===== src/rtl/spm_driver_if.sv =====
// Word-level operand/result handshake bus of the bit-serial multiplier driver.
// The master side supplies operands and consumes products; the driver is the slave.
interface spm_driver_if #(
    parameter int W = 8
) ();
    logic                  in_valid;
    logic                  in_ready;
    logic signed [W-1:0]   in_x;
    logic signed [W-1:0]   in_y;
    logic                  out_valid;
    logic                  out_ready;
    logic signed [2*W-1:0] out_prod;

    modport master (
        output in_valid, in_x, in_y, out_ready,
        input  in_ready, out_valid, out_prod
    );

    modport slave (
        input  in_valid, in_x, in_y, out_ready,
        output in_ready, out_valid, out_prod
    );
endinterface


===== src/rtl/spm_driver.sv =====
// Parallel front end for the serial-parallel signed multiplier core: streams the
// multiplier LSB-first with sign extension and deserializes the 2W-bit product.
module spm_driver #(
    parameter int W        = 8,
    parameter int CORE_LAT = 1
) (
    input  logic                clk,
    input  logic                rst,
    spm_driver_if.slave         bus,
    output logic signed [W-1:0] core_x,
    output logic                core_y,
    output logic                core_rst,
    input  logic                core_p,
    output logic                busy
);
    localparam int NSH = 2 * W + CORE_LAT;
    localparam int CW  = $clog2(NSH + 1);
    localparam logic [CW-1:0] CNT_LAST = CW'(NSH - 1);

    typedef enum logic [1:0] {IDLE, CLR, SHIFT, DONE} state_t;

    state_t                state;
    logic [CW-1:0]         cnt;
    logic signed [W-1:0]   x_reg;
    logic signed [W-1:0]   y_sh;
    logic signed [2*W-1:0] prod_sh;

    // Product bits arrive LSB-first, so each new bit enters at the top.
    function automatic logic signed [2*W-1:0] shift_in(input logic signed [2*W-1:0] acc,
                                                       input logic b);
        return {b, acc[2*W-1:1]};
    endfunction

    assign bus.in_ready = (state == IDLE) && !rst;

    always_ff @(posedge clk) begin
        if (rst) begin
            state         <= IDLE;
            cnt           <= '0;
            bus.out_valid <= 1'b0;
            bus.out_prod  <= '0;
            core_x        <= '0;
            core_y        <= 1'b0;
            core_rst      <= 1'b1;
            busy          <= 1'b0;
        end else begin
            case (state)
                IDLE: begin
                    core_rst <= 1'b0;
                    if (bus.in_valid) begin
                        x_reg    <= bus.in_x;
                        y_sh     <= bus.in_y;
                        prod_sh  <= '0;
                        core_x   <= bus.in_x;
                        core_y   <= 1'b0;
                        core_rst <= 1'b1;
                        busy     <= 1'b1;
                        state    <= CLR;
                    end
                end
                CLR: begin
                    cnt      <= '0;
                    core_rst <= 1'b0;
                    core_x   <= x_reg;
                    core_y   <= y_sh[0];
                    y_sh     <= y_sh >>> 1;
                    state    <= SHIFT;
                end
                SHIFT: begin
                    // The first CORE_LAT bits shifted in are flushed out again by
                    // the 2W bits that follow, so no capture gate is needed.
                    prod_sh <= shift_in(prod_sh, core_p);
                    core_y  <= y_sh[0];
                    y_sh    <= y_sh >>> 1;
                    cnt     <= cnt + 1'b1;
                    if (cnt == CNT_LAST) begin
                        bus.out_prod  <= shift_in(prod_sh, core_p);
                        bus.out_valid <= 1'b1;
                        core_y        <= 1'b0;
                        busy          <= 1'b0;
                        state         <= DONE;
                    end
                end
                DONE: begin
                    if (bus.out_ready) begin
                        bus.out_valid <= 1'b0;
                        state         <= IDLE;
                    end
                end
                default: state <= IDLE;
            endcase
        end
    end
endmodule

===== src/flat_wrapper.sv =====
// flat-port wrapper written by rule: the top's interface ports become plain ports
module spm_driver_flat 
#(
    parameter int W        = 8,
    parameter int CORE_LAT = 1
)
  (clk, rst, core_x, core_y, core_rst, core_p, busy, bus_in_valid, bus_in_x, bus_in_y, bus_out_ready, bus_in_ready, bus_out_valid, bus_out_prod);
  spm_driver_if #(.W(W)) bus_i ();
  input  logic clk;
  input  logic rst;
  output logic signed [W-1:0] core_x;
  output logic core_y;
  output logic core_rst;
  input  logic core_p;
  output logic busy;
  input wire logic [$bits(bus_i.in_valid)-1:0] bus_in_valid;
  input wire logic [$bits(bus_i.in_x)-1:0] bus_in_x;
  input wire logic [$bits(bus_i.in_y)-1:0] bus_in_y;
  input wire logic [$bits(bus_i.out_ready)-1:0] bus_out_ready;
  output wire logic [$bits(bus_i.in_ready)-1:0] bus_in_ready;
  output wire logic [$bits(bus_i.out_valid)-1:0] bus_out_valid;
  output wire logic [$bits(bus_i.out_prod)-1:0] bus_out_prod;
  assign bus_i.in_valid = bus_in_valid;
  assign bus_i.in_x = bus_in_x;
  assign bus_i.in_y = bus_in_y;
  assign bus_i.out_ready = bus_out_ready;
  assign bus_in_ready = bus_i.in_ready;
  assign bus_out_valid = bus_i.out_valid;
  assign bus_out_prod = bus_i.out_prod;
  spm_driver #(.W(W), .CORE_LAT(CORE_LAT)) u_core (.clk(clk), .rst(rst), .bus(bus_i), .core_x(core_x), .core_y(core_y), .core_rst(core_rst), .core_p(core_p), .busy(busy));
endmodule

===== config.mk =====
export PLATFORM = sky130hd
export DESIGN_NAME = spm_driver_flat
export DESIGN_NICKNAME = d
export VERILOG_FILES = /design/src/rtl/spm_driver_if.sv /design/src/rtl/spm_driver.sv /design/src/flat_wrapper.sv
export SDC_FILE = /design/constraint.sdc
export NUM_CORES = 1
export LEC_CHECK = 0
export ABC_AREA = 1
export CAP_MARGIN = 10
export CORE_MARGIN = 2
export CORE_UTILIZATION = 52
export CTS_CLUSTER_DIAMETER = 80
export DETAILED_ROUTE_END_ITERATION = 8
export PLACE_DENSITY = 0.89
export SYNTH_ARGS = -nofsm -noshare
export SYNTH_HDL_FRONTEND = slang
export SYNTH_SLANG_ARGS = --single-unit

===== constraint.sdc =====
create_clock -name clk -period 3.11 [get_ports clk]
set_input_delay 0.4665 -clock clk [delete_from_list [all_inputs] [get_ports clk]]
set_output_delay 0.4665 -clock clk [all_outputs]
set_load 0.01 [all_outputs]

==> results.toml <==
[clocking]
root_buffer = "clkbuf_8"
post_cts_buffers = 0
cts_tree = "done"
cts_resized = 0
clock_latency_ns = 0.34
cts_max_path_buffers = 2
numCtsBuffers = 9
htreeDepth = 3
cts_sinks = 66
postCtsHoldBufs = 0
cts.clk_slew.worst_paths_ns = 0.07

[route]
num_vias = 2107
dr.pass1.iters = 6
ant_nets = 0
finalWirelength_um = 5460
first_iter_violations = 136
route.detailed.drc = 0
vias_per_cell = 4.84
avgRoutedWirePerCell_um = 12.6

[critical_path]
required_ns = 2.64
path_class = "register to primary output"
cp-end-kind = "primary output"
critPathMaxFanout = 5
crit_arrival_ns = 1.85
critPathLaunchType = "register"

[power]
p_leak_nw = 1.50
vdd.ir_drop.worst_mv = 0.474
power_density_mw_per_mm2 = 824

[synthesis]
syn_area_per_cell_um2 = 9.03
ys_top_cells_by_area = "edfxtp_1 34%, dfxtp_1 25%, nand2_1 14%"
synth_most_common_cell = "nand2_1"
yosys_register_bits = 66
netlist_area_mm2 = 0.00276
synth-main-ff-cell = "dfxtp_1"
ys_seq_area_share_pct = 59.2
postSynthCellCount = 305
syn_nets = 332
yosysWarnings = 0
synth_edf_count = 31
async_reset_ff_share_pct = 0
yosys.area.top_type = "edfxtp_1"
netlist-cell-type-count = 28
synthTopCellsByCount = "106 x nand2_1, 35 x dfxtp_1, 31 x edfxtp_1, 30 x inv_1, 29 x nor2_1"
netlist.area_leader.share_pct = 33.8

[timing]
max_slew_margin_pct = 51.8
grt_setup_unrepaired = "no"
min_period_ns = 2.32
skew_ns = 0.00906
finalSetupViolations = 0
final-hold-violation-count = 0
report.final.slew_viol_count = 0
whs_ns = 0.461
period_share_pct = 74.6
tightest_slew_ns = 0.723
tns_ns = 0
fmax_mhz = 431

[global_route]
grt_pass1_wl_um = 9090
antenna_found_initial = 0
grt_start_max_net_pins = 22
grt-ovfl-total = 0
grt_pass1_vias = 2114
track_usage_pct = 19.7

[place]
gp_congestion = 0.817
dp_hpwl_um = 3730
io_buffers = 49

[cells_and_area]
fin_util_pct = 68.8
drive_gt1_share_pct = 10.4
top_regs = "u_core.bus.out_prod: 16 flops, u_core.prod_sh: 15 flops"
num_antenna_cells = 0
layout.nets = 387
syn2layout_area_growth_pct = 27.6
top_register = "u_core.bus.out_prod"
largest_reg_flops = 16

[floorplanning]
coreArea_mm2 = 0.00511
dieArea_mm2 = 0.00590
row_count = 26
ioPinCount = 50
die_x_um = 76.8
die-height_um = 76.8
start_util_pct = 53.9

[run_status]
status = "completed"

[worst_hold_path]
hold_path_class = "register to register"

[job]
cap_violations = 0
==> cell families after synthesis <==
kind of cell | count (synthesis) | synth area share, %
AO/OA/AOI/OAI | 35 | 8.04
XOR/XNOR | 1 | 0.318
adder cells (fa/ha/maj) | 6 | 2.72
buffers and inverters | 43 | 6.81
flip-flops | 66 | 59.2
AND/OR/NAND/NOR | 154 | 22.9
==> metrics by stage <==
step                instance area [um^2]  cells  power, mW  worst slack (ns)
finish                              3520    435       2.90             0.791
global placement                    3310    419       2.13             0.873
floorplan                           2760    305       1.84             0.692
global route                        3520    435       3.07             0.723
CTS                                 3520    435       2.92             0.786
detailed placement                  3310    419       2.17             0.868
==> power by group <==
part	internal (mW)	leakage [nW]	switching, mW	total [mW]
clock network	0.413	0.0986	0.328	0.741
registers	1.14	0.581	0.0793	1.22
logic	0.335	0.816	0.599	0.935
==> layer usage <==
| layer | wire, um | global-route usage, % |
|---|---|---|
| met2 | 2620 | 33.8 |
| met4 | 171 | 12.7 |
| met5 | 0 | 0 |
| met1 | 2360 | 22.0 |
| met3 | 302 | 4.24 |
==> worst paths after layout <==
path                               start  cells after the start                      end  slack [ns]
hold / removal    u_core.bus.out_prod[6]                      2   u_core.bus.out_prod[6]        0.46
hold reg to reg   u_core.bus.out_prod[6]                      2   u_core.bus.out_prod[6]        0.46
setup / recovery         u_core.state[0]                      5             bus_in_ready        0.79
setup reg to reg         u_core.state[0]                      7  u_core.bus.out_prod[10]        1.02
==> cells in the final DEF, fill, tap and decap left out <==
cell type and instances:
nand3_1 7, ha_1 6, inv_4 1, nor2_2 1, o21ai_1 1, nor3b_1 1, a21oi_1 11, nand4_1 1
nand2_1 106, clkinv_1 1, dfxtp_1 35, clkbuf_1 1, nor3_2 1, a21oi_2 9, buf_4 4, bufinv_16 1
nand2_2 2, nor2_8 1, nor2_4 1, inv_2 2, clkdlybuf4s50_1 49, nor3_1 4, clkinvlp_4 2, inv_1 30
a31oi_1 1, xnor2_1 1, nor2_1 29, edfxtp_1 31, a21oi_4 1, clkbuf_8 11, clkinv_2 1, o21ai_0 12
==> area by class of cell <==
class	count	area (um^2)
well taps	70	87.6
flip-flops and latches	66	1630
multi-input cells	196	941
fillers	376	1590
repair buffers	53	520
clock inverters	4	50.0
inverters	34	130
clock buffers	12	155
==> worst max-delay path, stage by stage, from the launching register on <==
cell and delay [ns]:
dfxtp_1 0.39, inv_1 0.10, ha_1 0.24, inv_1 0.23
nor2_1 0.07, clkdlybuf4s50_1 0.48
Power figures use the tool's default switching activity.
==> RTL edit 1, RTL diff (config.mk and constraints unchanged) <==
Re-encode `state_t` (4 states) as Gray code, 2 bits wide.
--- a/src/rtl/spm_driver.sv
+++ b/src/rtl/spm_driver.sv
@@ -17,7 +17,7 @@
     localparam int CW  = $clog2(NSH + 1);
     localparam logic [CW-1:0] CNT_LAST = CW'(NSH - 1);
 
-    typedef enum logic [1:0] {IDLE, CLR, SHIFT, DONE} state_t;
+    typedef enum logic [1:0] {IDLE = 2'b00, CLR = 2'b01, SHIFT = 2'b11, DONE = 2'b10} state_t;
 
     state_t                state;
     logic [CW-1:0]         cnt;
Behaviour: no difference found for any inputs over 10 cycles, from zero or initial values and one cycle with rst high; not proved beyond that.
==> RTL edit 1 against the original RTL <==
Synthesized area rose by 1.6%. Sequential cell count did not move. Cell count rose by 1.1%. Clock skew fell by 0.00056 ns. Power down 4.5%. Final area is 0.36% lower. Critical endpoint unchanged. Wire length up 7.7%. Non-clock buffer count down 1. Setup slack lost 0.043 ns. Worst hold slack gained 0.0029 ns.
==> RTL edit 1: results <==
global_route:
  met2_usage: 0.3522
  grt.total_usage: 0.2150
  grt_overflow_total: 0
  global_route.usage.met3: 0.04302
  use_met1: 0.2729
  grt_pass1_vias: 2187
  grt_max_degree: 24
  grt_pass1_wl_um: 9984
final_layout:
  top_regs: "u_core.bus.out_prod: 16 flops, u_core.prod_sh: 15 flops"
  final_net_count: 393
  drive_gt1_frac: 0.1162
  stdcell_count: 440
  fillCellCount: 429
clock_tree:
  ctsResizeCount: 0
  cts_root_buf: "clkbuf_8"
  clk_latency_ns: 0.33
  cts_buffers: 9
  h-tree-depth: 3
  cts_setup_buffers: 0
  cts_buffer_depth: 2
placement:
  dp_hpwl_um: 4126
  pre_cts_slack_ns: 0.9773
  io_buffers: 49
  gp_congestion: 0.8206
  dp.cells: 424
detailed_routing:
  wl_per_cell_um: 13.36
  drtPass1Iterations: 4
  drt_iter0_markers: 185
  routed_via_density: 4.955
power:
  ir_drop_mv: 0.3598
  power_leakage_nw: 1.474
timing:
  worst_pin_slew_ns: 0.8827
  fin_worst_skew_ns: 0.008501
  max_freq_mhz: 423.4
min_path:
  worst_hold_path_type: "flip-flop to flip-flop"
logic_synthesis:
  syn_area_per_cell_um2: 9.029
  synthArstFlopShare: 0
  seq_area_frac_synth: 0.5829
  syn_nets: 338
  synth_cell_types: 25
  netlist_top_cells_count: "nand2_1, dfxtp_1, edfxtp_1"
  synth-edff-count: 31
  synth-main-ff-cell: "dfxtp_1"
  synth_area_leaders: "edfxtp_1, dfxtp_1, nand2_1"
setup_path:
  arrival_ns: 1.90
  critPathLaunch: "u_core.state[0]"
  cp_slowest_cell: "clkdlybuf4s50_1"
  critPathMaxStageDelay_ns: 0.56
  r2r_end: "u_core.bus.out_prod[3]"
  reg2reg_depth: 5
  rrSetupSlack_ns: 1.02
  path_max_fanout: 5
run_status:
  status: "finished clean"
## RTL edit 1: power breakdown
| part | internal, mW | switching (mW) |
|---|---|---|
| sequential | 1.16 | 0.102 |
| combinational | 0.348 | 0.569 |
| clock | 0.290 | 0.295 |
| total | 1.80 | 0.965 |
## RTL edit 1: worst max-delay path, delay by kind of cell (launching register included)
kind	cells	cell delay, ns
buffers and inverters	3	0.83
flip-flops	1	0.34
adder cells (fa/ha/maj)	1	0.25
AND/OR/NAND/NOR	1	0.14
## RTL edit 1: worst min path at each step
stage                            startpoint                      end  slack (ns)  cells after the start
global placement     u_core.bus.out_prod[7]   u_core.bus.out_prod[7]        0.45                      2
finish               u_core.bus.out_prod[6]   u_core.bus.out_prod[6]        0.46                      2
floorplan                     u_core.cnt[4]            u_core.cnt[4]        0.46                      2
detailed placement   u_core.bus.out_prod[4]   u_core.bus.out_prod[4]        0.46                      2
CTS                  u_core.bus.out_prod[6]   u_core.bus.out_prod[6]        0.46                      2
global route        u_core.bus.out_prod[12]  u_core.bus.out_prod[12]        0.50                      2
## RTL edit 1: kinds of logic (layout without fill, tap and decap cells)
family / count (synthesis) / after routing / synth area share
buffers and inverters: 42 / 102 / 0.06526
DFF: 66 / 66 / 0.5829
adders and majority gates: 7 / 7 / 0.03129
AOI/OAI and AO/OA: 36 / 36 / 0.07912
and+or+nand+nor: 158 / 158 / 0.2383
xor gates and xnor gates: 1 / 1 / 0.003130
## RTL edit 1: per-layer routing
metal	vias to the layer above	routed length, um
met5	-	0
met4	0	132
met3	15	347
met2	74	2882
met1	996	2517
li1	1095	-
## RTL edit 1: area by class of cell
class / count / area (um2) / area share
clock inverters: 1 / 5.005 / 0.001429
flip-flops and latches: 66 / 1632 / 0.4657
clock buffers: 15 / 146.4 / 0.04179
multi-input cells: 202 / 989.7 / 0.2825
well taps: 70 / 87.58 / 0.02500
inverters: 34 / 130.1 / 0.03714
repair buffers: 52 / 513.0 / 0.1464
## RTL edit 1: metrics by stage
stage            util  hold slack [ns]  power [mW]  area (um2)
2_1_floorplan       -           0.4554       1.826        2799
3_3_place_gp   0.6521           0.4550       2.145        3352
3_5_place_dp   0.6521           0.4578       2.192        3352
4_1_cts        0.6816           0.4650       2.781        3503
5_1_grt        0.6816           0.4974       2.950        3503
6_report       0.6816           0.4635       2.767        3503
==> RTL edit 2, RTL diff (config.mk and constraints unchanged) <==
Made on the original files. `W` is set to 8 in 3 places; all go to 16.
--- a/src/rtl/spm_driver_if.sv
+++ b/src/rtl/spm_driver_if.sv
@@ -1,7 +1,7 @@
 // Word-level operand/result handshake bus of the bit-serial multiplier driver.
 // The master side supplies operands and consumes products; the driver is the slave.
 interface spm_driver_if #(
-    parameter int W = 8
+    parameter int W = 16
 ) ();
     logic                  in_valid;
     logic                  in_ready;
--- a/src/rtl/spm_driver.sv
+++ b/src/rtl/spm_driver.sv
@@ -1,7 +1,7 @@
 // Parallel front end for the serial-parallel signed multiplier core: streams the
 // multiplier LSB-first with sign extension and deserializes the 2W-bit product.
 module spm_driver #(
-    parameter int W        = 8,
+    parameter int W        = 16,
     parameter int CORE_LAT = 1
 ) (
     input  logic                clk,
--- a/src/flat_wrapper.sv
+++ b/src/flat_wrapper.sv
@@ -1,7 +1,7 @@
 // flat-port wrapper written by rule: the top's interface ports become plain ports
 module spm_driver_flat 
 #(
-    parameter int W        = 8,
+    parameter int W        = 16,
     parameter int CORE_LAT = 1
 )
   (clk, rst, core_x, core_y, core_rst, core_p, busy, bus_in_valid, bus_in_x, bus_in_y, bus_out_ready, bus_in_ready, bus_out_valid, bus_out_prod);
Ports: changed (resized bus_in_x, bus_in_y, bus_out_prod and core_x); port bits go from 50 to 90. The function was not compared with the original's and may differ.
==> RTL edit 2 against the original RTL <==
Cell count up 65%. Count of clock-buffer cells in the layout up 5. Critical endpoint unchanged. Power up 100%. Sequential cell count up 57. Synthesized area up 78%. Wire length up 93%. First-iteration DRC count up 40%. Non-clock buffer count up 45. Setup slack worse by 0.17 ns. Critical path type unchanged. Clock skew up 0.00070 ns. Final area up 83%. Largest power group unchanged.
==> RTL edit 2: results <==
final_layout:
  drive_gt1_frac: 0.09076
  top_regs: "u_core.bus.out_prod: 32 flops, u_core.prod_sh: 31 flops"
  final_net_count: 636
  regArea_mm2: 0.003093
  antenna_cells: 0
  fillCellCount: 676
logic_synthesis:
  synth-edff-count: 63
  yosysWarnings: 0
  synthArstFlopShare: 0
  synth_cells: 502
  synth_cell_types: 24
  netlist_top_cells_count: "nand2_1, edfxtp_1, dfxtp_1"
  synth_area_leaders: "edfxtp_1, dfxtp_1, nand2_1"
  seq_area_frac_synth: 0.6311
  synth-main-ff-cell: "edfxtp_1"
  syn_nets: 545
global_route:
  global_route.usage.met3: 0.06727
  grt_max_degree: 33
  grt_pass1_vias: 3724
  antenna_found_initial: 0
  grt_pass1_wl_um: 17220
  grt.total_usage: 0.2177
  use_met1: 0.2643
  met2_usage: 0.3734
detailed_routing:
  wirelength_um: 10540
  routed_via_density: 5.215
  dr_wl_met2_um: 5324
  met3WireLength_um: 659
  wl_met1_um: 4485
  drtPass1Iterations: 4
  wl_per_cell_um: 14.71
  drt_iter0_markers: 190
placement:
  gp_congestion: 0.7856
  dp_hpwl_um: 6851
  io_buffers: 89
  dpl_cell_area_mm2: 0.005834
  pre_cts_slack_ns: 0.8066
  dp.cells: 685
clock_tree:
  cts_root_buf: "clkbuf_8"
  clk_latency_ns: 0.52
  ctsResizeCount: 0
  clkTransAtPathRegs_ns: 0.06
  h-tree-depth: 4
  cts_buffers: 17
  cts_setup_buffers: 0
setup_path:
  arrival_ns: 2.02
power:
  power_leakage_nw: 2.752
  ir_drop_mv: 0.4852
timing:
  fin_worst_skew_ns: 0.009756
  layout_min_cycle_time_ns: 2.490
  max_slew_margin: 0.4800
run_status:
  status: "finished clean"
[RTL edit 2: cell types whose count changed in the layout (fill, tap and decap cells not counted), sizes merged, moves of 18 or more]
cell	change
nand2	+80
clkdlybuf4s50	+40
edfxtp	+32
dfxtp	+25
inv	+21
a21oi	+20
nand3	+18
[RTL edit 2: logic make-up (layout without fill, tap and decap cells)]
logic type / Yosys count / in the layout / synth area share
buffers and inverters: 74 / 178 / 0.07352
AO/OA/AOI/OAI: 64 / 64 / 0.08859
AND/OR/NAND/NOR: 235 / 235 / 0.1915
adder cells (fa/ha/maj): 6 / 6 / 0.01532
flip-flops: 123 / 123 / 0.6311
[RTL edit 2: critical path, cell delays in order, from the launching register on]
cell,delay (ns)
dfxtp_1,0.38
inv_1,0.08
ha_1,0.23
inv_1,0.23
nor2_1,0.08
clkdlybuf4s50_1,0.51
[RTL edit 2: final timing paths]
kind / start / endpoint / slack [ns] / cells after the start
max: u_core.state[0] / bus_in_ready / 0.62 / 5
min: u_core.bus.out_prod[12] / u_core.bus.out_prod[12] / 0.47 / 2
max reg2reg: u_core.state[1] / u_core.core_x[13] / 0.95 / 7
min reg2reg: u_core.bus.out_prod[12] / u_core.bus.out_prod[12] / 0.47 / 2
[RTL edit 2: cell type report]
cell class | count | area share
tap | 111 | 0.02158
inverter | 48 | 0.02800
clock buffer | 17 | 0.06436
multi-input combinational | 305 | 0.2275
sequential | 123 | 0.4807
timing repair buffer | 98 | 0.1489
clock inverter | 15 | 0.02897
[RTL edit 2: power breakdown]
part | switching, mW | internal [mW] | total [mW]
Clock | 0.750 | 1.24 | 1.99
Combinational | 0.981 | 0.582 | 1.56
Sequential | 0.162 | 2.16 | 2.32
Total | 1.89 | 3.98 | 5.87
